$ cat src/rtl/conv_job_ctrl.sv
// Host-facing job controller for the convolution core: register file, launch/run FSM,
// memory-ownership handover, cycle accounting and sticky status/interrupt.
module conv_job_ctrl #(
  parameter int unsigned ADDR_WIDTH    = 5,
  parameter int unsigned HOST_WIDTH    = 32,
  parameter int unsigned START_TIMEOUT = 8
) (
  input  logic                  clk,
  input  logic                  rstn,
  input  logic                  host_wr,
  input  logic                  host_rd,
  input  logic [1:0]            host_addr,
  input  logic [HOST_WIDTH-1:0] host_wdata,
  output logic [HOST_WIDTH-1:0] host_rdata,
  output logic                  host_rvalid,
  output logic [11:0]           core_config,
  output logic                  core_start,
  input  logic                  core_busy,
  input  logic                  core_done,
  output logic                  mem_owner_core,
  output logic                  irq
);

  typedef enum logic [2:0] {
    S_IDLE,
    S_CHECK,
    S_LAUNCH,
    S_WAIT_BUSY,
    S_RUN,
    S_FINISH
  } state_t;

  localparam int unsigned MAX_LEN = 2 ** ADDR_WIDTH;
  localparam int unsigned TW      = (START_TIMEOUT > 1) ? $clog2(START_TIMEOUT) : 1;
  localparam logic [TW-1:0] TO_LAST = TW'(START_TIMEOUT - 1);

  state_t                state;
  logic [11:0]           cfg;
  logic                  irq_en;
  logic                  done_f;
  logic                  cfg_err;
  logic                  overrun;
  logic                  timeout;
  logic [HOST_WIDTH-1:0] cycles;
  logic [TW-1:0]         to_cnt;

  logic                  wr_config;
  logic                  wr_control;
  logic                  wr_status;
  logic                  start_req;
  logic [5:0]            size_x;
  logic [5:0]            size_y;
  logic                  cfg_bad;
  logic [HOST_WIDTH-1:0] rd_mux;
  logic                  unused_wdata;

  assign wr_config  = host_wr && (host_addr == 2'd0);
  assign wr_control = host_wr && (host_addr == 2'd1);
  assign wr_status  = host_wr && (host_addr == 2'd2);
  assign start_req  = wr_control && host_wdata[0];

  assign size_x  = cfg[5:0];
  assign size_y  = cfg[11:6];
  assign cfg_bad = (size_x == '0) || (size_y == '0) ||
                   (32'(size_x) > MAX_LEN) || (32'(size_y) > MAX_LEN);

  assign core_config  = cfg;
  assign irq          = irq_en & (done_f | cfg_err | timeout);
  assign unused_wdata = ^host_wdata[HOST_WIDTH-1:12];

  always_comb begin
    rd_mux = '0;
    case (host_addr)
      2'd0: rd_mux[11:0] = cfg;
      2'd1: rd_mux[1]    = irq_en;
      2'd2: rd_mux[4:0]  = {timeout, overrun, cfg_err, done_f, state != S_IDLE};
      default: rd_mux    = cycles;
    endcase
  end

  always_ff @(posedge clk or negedge rstn) begin
    if (!rstn) begin
      state          <= S_IDLE;
      cfg            <= '0;
      irq_en         <= 1'b0;
      done_f         <= 1'b0;
      cfg_err        <= 1'b0;
      overrun        <= 1'b0;
      timeout        <= 1'b0;
      cycles         <= '0;
      to_cnt         <= '0;
      core_start     <= 1'b0;
      mem_owner_core <= 1'b0;
      host_rdata     <= '0;
      host_rvalid    <= 1'b0;
    end else begin
      if (wr_config && (state == S_IDLE)) cfg <= host_wdata[11:0];
      if (wr_control) irq_en <= host_wdata[1];
      // W1C comes first so that a same-cycle set from the FSM below wins
      if (wr_status) begin
        if (host_wdata[1]) done_f  <= 1'b0;
        if (host_wdata[2]) cfg_err <= 1'b0;
        if (host_wdata[3]) overrun <= 1'b0;
        if (host_wdata[4]) timeout <= 1'b0;
      end
      if (start_req && (state != S_IDLE)) overrun <= 1'b1;

      core_start <= 1'b0;
      case (state)
        S_IDLE: begin
          if (start_req) state <= S_CHECK;
        end
        S_CHECK: begin
          if (cfg_bad) begin
            cfg_err <= 1'b1;
            state   <= S_IDLE;
          end else begin
            mem_owner_core <= 1'b1;
            state          <= S_LAUNCH;
          end
        end
        S_LAUNCH: begin
          // registered pulse lands one cycle after ownership has switched
          core_start <= 1'b1;
          cycles     <= '0;
          to_cnt     <= '0;
          state      <= S_WAIT_BUSY;
        end
        S_WAIT_BUSY: begin
          if (core_busy) begin
            state <= S_RUN;
          end else if (to_cnt == TO_LAST) begin
            timeout        <= 1'b1;
            mem_owner_core <= 1'b0;
            state          <= S_IDLE;
          end else begin
            to_cnt <= to_cnt + 1'b1;
          end
        end
        S_RUN: begin
          if (cycles != '1) cycles <= cycles + 1'b1;
          if (core_done || !core_busy) state <= S_FINISH;
        end
        S_FINISH: begin
          done_f         <= 1'b1;
          mem_owner_core <= 1'b0;
          state          <= S_IDLE;
        end
        default: begin
          mem_owner_core <= 1'b0;
          state          <= S_IDLE;
        end
      endcase

      host_rvalid <= host_rd;
      if (host_rd) host_rdata <= rd_mux;
    end
  end

endmodule

$ cat config.mk
export PLATFORM = sky130hd
export DESIGN_NAME = conv_job_ctrl
export DESIGN_NICKNAME = d
export VERILOG_FILES = /design/src/rtl/conv_job_ctrl.sv
export SDC_FILE = /design/constraint.sdc
export NUM_CORES = 1
export LEC_CHECK = 0
export CELL_PAD_IN_SITES_DETAIL_PLACEMENT = 0
export CELL_PAD_IN_SITES_GLOBAL_PLACEMENT = 2
export CORE_ASPECT_RATIO = 0.5
export CORE_UTILIZATION = 34
export DETAILED_ROUTE_END_ITERATION = 10
export PLACE_DENSITY_LB_ADDON = 0.08
export SLEW_MARGIN = 20
export SYNTH_ARGS = -nofsm -noshare
export SYNTH_HDL_FRONTEND = slang
export SYNTH_SLANG_ARGS = --single-unit
$ cat constraint.sdc
create_clock -name clk -period 4.3 [get_ports clk]
set_clock_uncertainty 0.15 [all_clocks]
set_input_delay 1.29 -clock clk [delete_from_list [all_inputs] [get_ports clk]]
set_output_delay 1.29 -clock clk [all_outputs]
set_load 0.01 [all_outputs]
==> metrics.cfg, run 1 <==
[run_status]
outcome=finished, final reports clean

[synth]
synthDominantAreaCellType=dfrtp_1
synth_sequential_area_ratio_pct=50.9
synth.cells.most_frequent=90 x dfrtp_1, 66 x nand2_1, 39 x o21ai_0, 30 x inv_1, 26 x nor2_1
synth_most_common_cell=dfrtp_1
syn-instance-count=453
yosys_warnings=0
synth_enable_flop_cells=0
post_synth_num_cell_types=54
synth_area_per_cell_um2=9.76
synth-async-reset-ratio_pct=100
synth.area.top_cells=dfrtp_1 51%, nand2_1 5.6%, o21ai_0 4.4%
synth_top_cell_area_share_pct=50.9
post_synthesis_cell_area_um2=4420
postSynth.topFlopCell=dfrtp_1
synth.net_count=496
yosys_register_bits=90

[clock_tree]
clk_pin_slew_worst_paths_ns=0.06
clk-insertion-delay-late_ns=0.34
post_cts.repair.setup_buffers=0
buffer_depth_of_the_longest_clock_path=2
clock-sinks=90
post_cts_hold_buffer_count=0
cts-buffers-inserted=9
cts-htree-levels=3
cts-resized-gates=0
clock_tree_from_tritoncts=built
root_buffer=clkbuf_16

[routing]
route.antenna.remaining_nets=0
routed_vias_inst=5.16
post-route-drc-count=0
vias=3542
detailedRoute.firstIterationViolations=223
detailedRoute.firstPassIterationCount=4
routedWlPerCell_um=16.2
drt_wl_total_um=11100

[sta]
tightest_slew_ns=0.929
setup_tns_ns=0
final.hold.worst_slack_ns=0.352
timing.final.setup_violations=0
rsz0062_at_grt=false
slew-limit-headroom_pct=38.1
period_minus_slack_ns=3.04
max_freq_mhz=329
timing_max_transition_violations_final=0
hold_viol_final=0
finalCritPeriodShare_pct=70.8
finalWorstSetupSlack_ns=1.26

[placement]
port-buffer-count=67
preCtsSetupSlack_ns=0.932
dpl-instance-area_um2=5190
routabilityCongestion=0.735
dp_hpwl_um=7690

[die]
fp.dieArea_um2=13500
pin_count=88
floorplan.rows=29
core_area_um2=12700
floorplan.initialDensity_pct=34.9
die_x_um=163
die_outline_height_um=82.6

[power_and_ir_drop]
vdd_ir_drop_max_uv=227
pwr-share-clk_pct=30.1
p_total_uw=2510
comb_power_share_pct=25.1
power_density_nw_per_um2=459
cellInternalPower_uw=1720
power.switching_uw=794
portion_of_total_power_attributed_to_sequential_cells_pct=44.8
static-leakage-power_uw=0.00222
swShare_pct=31.6

[critical_path]
cp_data_required_time_ns=4.41
critPathCaptureType=flip-flop
path_class=reg2reg
worstPathMaxFanout=20
worst_ep_arrival_time_ns=3.16
setup.worst_path.start_class=flip-flop

[final_layout]
layout.cell_area.non_filler_um2=5470
antenna_cell_count=0
area_delta_synth_final_pct=23.7
final_nets=554
drive_above_1_share_pct=9.69

[min_path]
timing.hold.worst.class=reg2reg

[global_routing]
first_global_vias=3485
grt_pass1_wl_um=18800
global_route.overflow_total=0
grt_usage_pct=18.3
antenna_found_initial=0
maximum_number_of_pins_on_one_net_before_global_route_repair=71

[flow_run]
maxCapViolations=0

## worst max-delay path, stage by stage (launching register included)
cell,delay [ns]
dfrtp_1,0.56
or3b_4,0.56
nor4_1,0.64
nand2_1,0.41
nor4_1,0.43
mux2i_1,0.21
## cell families (layout without fill, tap and decap cells)
family                     count (synthesis)  after routing  share of synthesized area, %
adders and majority gates                  3              3                         0.849
AOI/OAI and AO/OA                        113            113                          16.9
DFF                                       90             90                          50.9
buffers and inverters                     55            118                          5.97
muxes                                     26             26                          6.65
and+or+nand+nor                          166            166                          18.7
## state kept, by name, summed over array words and instances (netlist names)
name	flops
core_config	12
state	3
host_rdata	32
mem_owner_core	1
done_f	1
overrun	1
cycles	32
irq_en	1
cfg_err	1
core_start	1
timeout	1
to_cnt	3
host_rvalid	1
## layer usage
layer / vias to the layer above / part of all wire [%] / track usage (%)
li1: 1744 / - / -
met1: 1712 / 55 / 26.6
met2: 76 / 39 / 26.5
met3: 10 / 4.9 / 5.39
met4: 0 / 0.75 / 4.21
met5: - / 0 / 0
## power groups by stage
| stage | Clock [uW] | Combinational, uW | Sequential [uW] |
|---|---|---|---|
| 2_1_floorplan | 0 | 345 | 1110 |
| 3_3_place_gp | 0 | 633 | 1140 |
| 3_5_place_dp | 0 | 636 | 1130 |
| 4_1_cts | 780 | 640 | 1120 |
| 5_1_grt | 821 | 702 | 1150 |
| 6_report | 757 | 629 | 1130 |
## layout by cell type (no fill, tap or decap), drive strengths merged, types with 2 or more instances in the layout
| master | netlist | routed |
|---|---|---|
| and4 | 2 | 2 |
| clkdlybuf4s50 | 0 | 66 |
| a22oi | 12 | 12 |
| clkinv | 0 | 3 |
| o311ai | 2 | 2 |
| nand2 | 66 | 66 |
| and2 | 2 | 2 |
| mux2 | 17 | 17 |
| clkbuf | 18 | 12 |
| inv | 30 | 30 |
| ha | 3 | 3 |
| or3b | 2 | 2 |
| nand4 | 12 | 12 |
| and3 | 4 | 4 |
| nor2b | 3 | 3 |
| nor3b | 2 | 2 |
| nor2 | 26 | 26 |
| nor3 | 10 | 10 |
| or3 | 3 | 3 |
| o21ai | 39 | 39 |
| or4 | 3 | 3 |
| a21oi | 16 | 16 |
| nor4 | 6 | 6 |
| mux2i | 8 | 8 |
| a22o | 2 | 2 |
| nand3 | 23 | 23 |
| dfrtp | 90 | 90 |
| buf | 7 | 6 |
| o211ai | 14 | 14 |
| a31oi | 2 | 2 |
| o31ai | 16 | 16 |
## path summary, 6_finish.rpt
path,start,to,slack [ns],cells past startpoint
max,state[2]$_DFFE_PN0P_,cycles[28]$_DFFE_PN0P_,1.26,5
min,to_cnt[1]$_DFFE_PN0P_,to_cnt[1]$_DFFE_PN0P_,0.35,2
max reg2reg,state[2]$_DFFE_PN0P_,cycles[28]$_DFFE_PN0P_,1.26,5
min reg2reg,to_cnt[1]$_DFFE_PN0P_,to_cnt[1]$_DFFE_PN0P_,0.35,2
max in group asynchronous,rstn,state[1]$_DFFE_PN0P_,2.31,2
min in group asynchronous,rstn,host_rdata[18]$_DFFE_PN0P_,0.93,1
## layout make-up
type	instances	area, um2
flip-flops and latches	90	2250
repair buffers	72	706
multi-input cells	308	1910
well taps	170	213
clock inverters	4	26.3
inverters	30	113
clock buffers	12	256
fillers	1248	7190
## per-stage QoR
step                      cells  utilization, %
final                       686            43.2
after global routing        686            43.2
after CTS                   686            43.2
after detailed placement    670            41.0
after global placement      670            41.0
after floorplan             453               -
Note: power is estimated with default switching activity, not from simulation.
==> run 2: changes to the inputs <==
CORE_UTILIZATION = 29   (was 34)
clock period = 2.6 ns   (was 4.3 ns; I/O delays follow)
==> run 2 against run 1 <==
  * Worst hold slack worse by 0.12 ns
  * Global-route usage down 2.0 points
  * Clock-buffer cell count did not move
  * Critical path depth shrank 3
  * Utilization shrank 3.9 points
  * Sequential power up 59%
  * Non-clock buffer count rose by 28
  * Design area grew 5.4%
  * Wire length grew 7.3%
  * Flip-flop and latch count did not move
  * Register-to-register slack worse by 1.0 ns
  * Highest routed layer unchanged
==> metrics.cfg, run 2 (synthesis gave the netlist of run 1 again) <==
[run_status]
outcome=finished, final reports clean

[critical_path]
critPathSlowestCell=clkdlybuf4s50_1
worst_path_largest_cell_delay_ns=0.47  ; -0.17 ns
worstPathMaxFanout=3  ; -85%
path_class=reg2out
critPathCaptureType=output pin
worst_ep_arrival_time_ns=1.53  ; -1.63 ns
setup.worst_path.start_class=flip-flop
path_cells=o31a_1 > clkdlybuf4s50_1
cp_data_required_time_ns=1.67  ; -2.74 ns

[global_routing]
global_route.overflow_total=0  ; unchanged
grt_usage_pct=16.3  ; -2.0 points
grt_pass1_wl_um=19700  ; +4.9%
first_global_vias=3659  ; +5.0%
antenna_found_initial=0  ; unchanged
maximum_number_of_pins_on_one_net_before_global_route_repair=35  ; -51%

[final_layout]
layout_commonest_cell=dfrtp_1
multiInputGateArea_um2=1910  ; unchanged
drive_above_1_share_pct=14.2  ; +4.5 points
area_delta_synth_final_pct=30.5
final_nets=582  ; +5.1%
register_area_um2=2250  ; unchanged
antenna_cell_count=0  ; unchanged
commonest_cells_after_routing_fill_and_taps_aside=90 x dfrtp_1, 66 x nand2_1, 66 x clkdlybuf4s50_1
fillers=1495  ; +20%
layout.cell_area.non_filler_um2=5770  ; +5.4%

[power_and_ir_drop]
p_total_uw=4330  ; +72%
static-leakage-power_uw=0.00238  ; +7.0%
power_density_nw_per_um2=750  ; +63%
vdd_ir_drop_max_uv=306  ; +35%

[routing]
routed_vias_inst=4.89  ; -5.3%
route.antenna.remaining_nets=0  ; unchanged
vias=3629  ; +2.5%
detailedRoute.firstPassIterationCount=4  ; unchanged
routedWlPerCell_um=16.1  ; -0.78%
drt_wl_total_um=12000  ; +7.3%
detailedRoute.firstIterationViolations=167  ; -25%
post-route-drc-count=0  ; unchanged

[die]
pin_count=88  ; unchanged
die_x_um=177  ; +8.2%
floorplan.rows=31  ; +6.9%
core_area_um2=14700  ; +16%
die_outline_height_um=89.3  ; +8.1%
fp.dieArea_um2=15800  ; +17%
floorplan.initialDensity_pct=30.2  ; -4.8 points

[clock_tree]
cts-resized-gates=0  ; unchanged
clock_tree_from_tritoncts=built
clk_pin_slew_worst_paths_ns=0.06  ; about the same
clock-sinks=90  ; unchanged
clk-insertion-delay-late_ns=0.35  ; about the same
post_cts.repair.setup_buffers=0  ; unchanged
post_cts_hold_buffer_count=0  ; unchanged
buffer_depth_of_the_longest_clock_path=2  ; unchanged
cts-htree-levels=3  ; unchanged
cts-buffers-inserted=9  ; unchanged
root_buffer=clkbuf_16

[min_path]
timing.hold.worst.class=in2async

[sta]
timing.final.setup_violations=0  ; unchanged
tightest_slew_ns=0.714  ; -0.215 ns
max_freq_mhz=407
rsz0062_at_grt=false
hold_viol_final=0  ; unchanged
period_minus_slack_ns=2.46
setup_tns_ns=0  ; unchanged
timing_max_transition_violations_final=0  ; unchanged
finalCritPeriodShare_pct=94.5
slew-limit-headroom_pct=52.2  ; +14 points

[placement]
port-buffer-count=67  ; unchanged
routabilityCongestion=0.744  ; +1.3%
dpl-instance-area_um2=5470  ; +5.4%
dp_hpwl_um=8510  ; +11%

[flow_run]
maxCapViolations=0  ; unchanged

[run 2: changes by cell type in the layout (fill, tap and decap cells not counted)]
cell and change:
clkbuf_8 -1, clkbuf_1 +1, bufinv_16 +1, buf_12 +3, buf_4 +25, clkinv_2 -1
[run 2: per-layer routing]
metal  vias up  global-route usage (%)  part of all wire [%]
li1       1805                       -                     -
met1      1753                    24.0                    55
met2        64                    23.7                    40
met3         7                    4.38                   3.9
met4         0                    3.29                  0.53
met5         -                       0                     0
[run 2: area by class of cell]
cell class                      instances  share of cell area (%)
Clock buffer                           12                    4.27
Multi-Input combinational cell        308                    33.0
Timing Repair Buffer                  100                    16.5
Inverter                               30                    1.95
Tap cell                              198                    4.29
Clock inverter                          4                   0.889
Sequential cell                        90                    39.0
[run 2: critical path, delay by kind of cell, from the launching register on]
family                 cells  cell delay (ns)
buffers and inverters      1             0.47
flip-flops                 1             0.41
AO/OA/AOI/OAI              1             0.30
[run 2: per-stage QoR]
step	setup slack [ns]	hold WS [ns]	std cells	utilization, %
5_1_grt	0.0948	0.266	742	39.3
2_1_floorplan	0.330	0.294	453	-
6_report	0.144	0.233	742	39.3
3_3_place_gp	-0.00298	0.322	726	37.3
3_5_place_dp	-0.000743	0.330	726	37.3
4_1_cts	0.118	0.250	742	39.3
[run 2: worst paths after layout]
check / slack [ns] / from / cells past startpoint / to
setup / recovery: 0.14 / timeout$_DFF_PN0_ / 2 / irq
hold / removal: 0.23 / rstn / 1 / host_rdata[20]$_DFFE_PN0P_
setup reg to reg: 0.25 / state[0]$_DFFE_PN0P_ / 7 / cycles[28]$_DFFE_PN0P_
hold reg to reg: 0.35 / overrun$_DFFE_PN0P_ / 2 / overrun$_DFFE_PN0P_
max in group asynchronous: 1.48 / rstn / 2 / timeout$_DFF_PN0_
min in group clk: 0.35 / overrun$_DFFE_PN0P_ / 2 / overrun$_DFFE_PN0P_
[run 2: power by group]
group	switching [uW]	internal, uW
Clock	559	773
Sequential	189	1610
Combinational	589	609
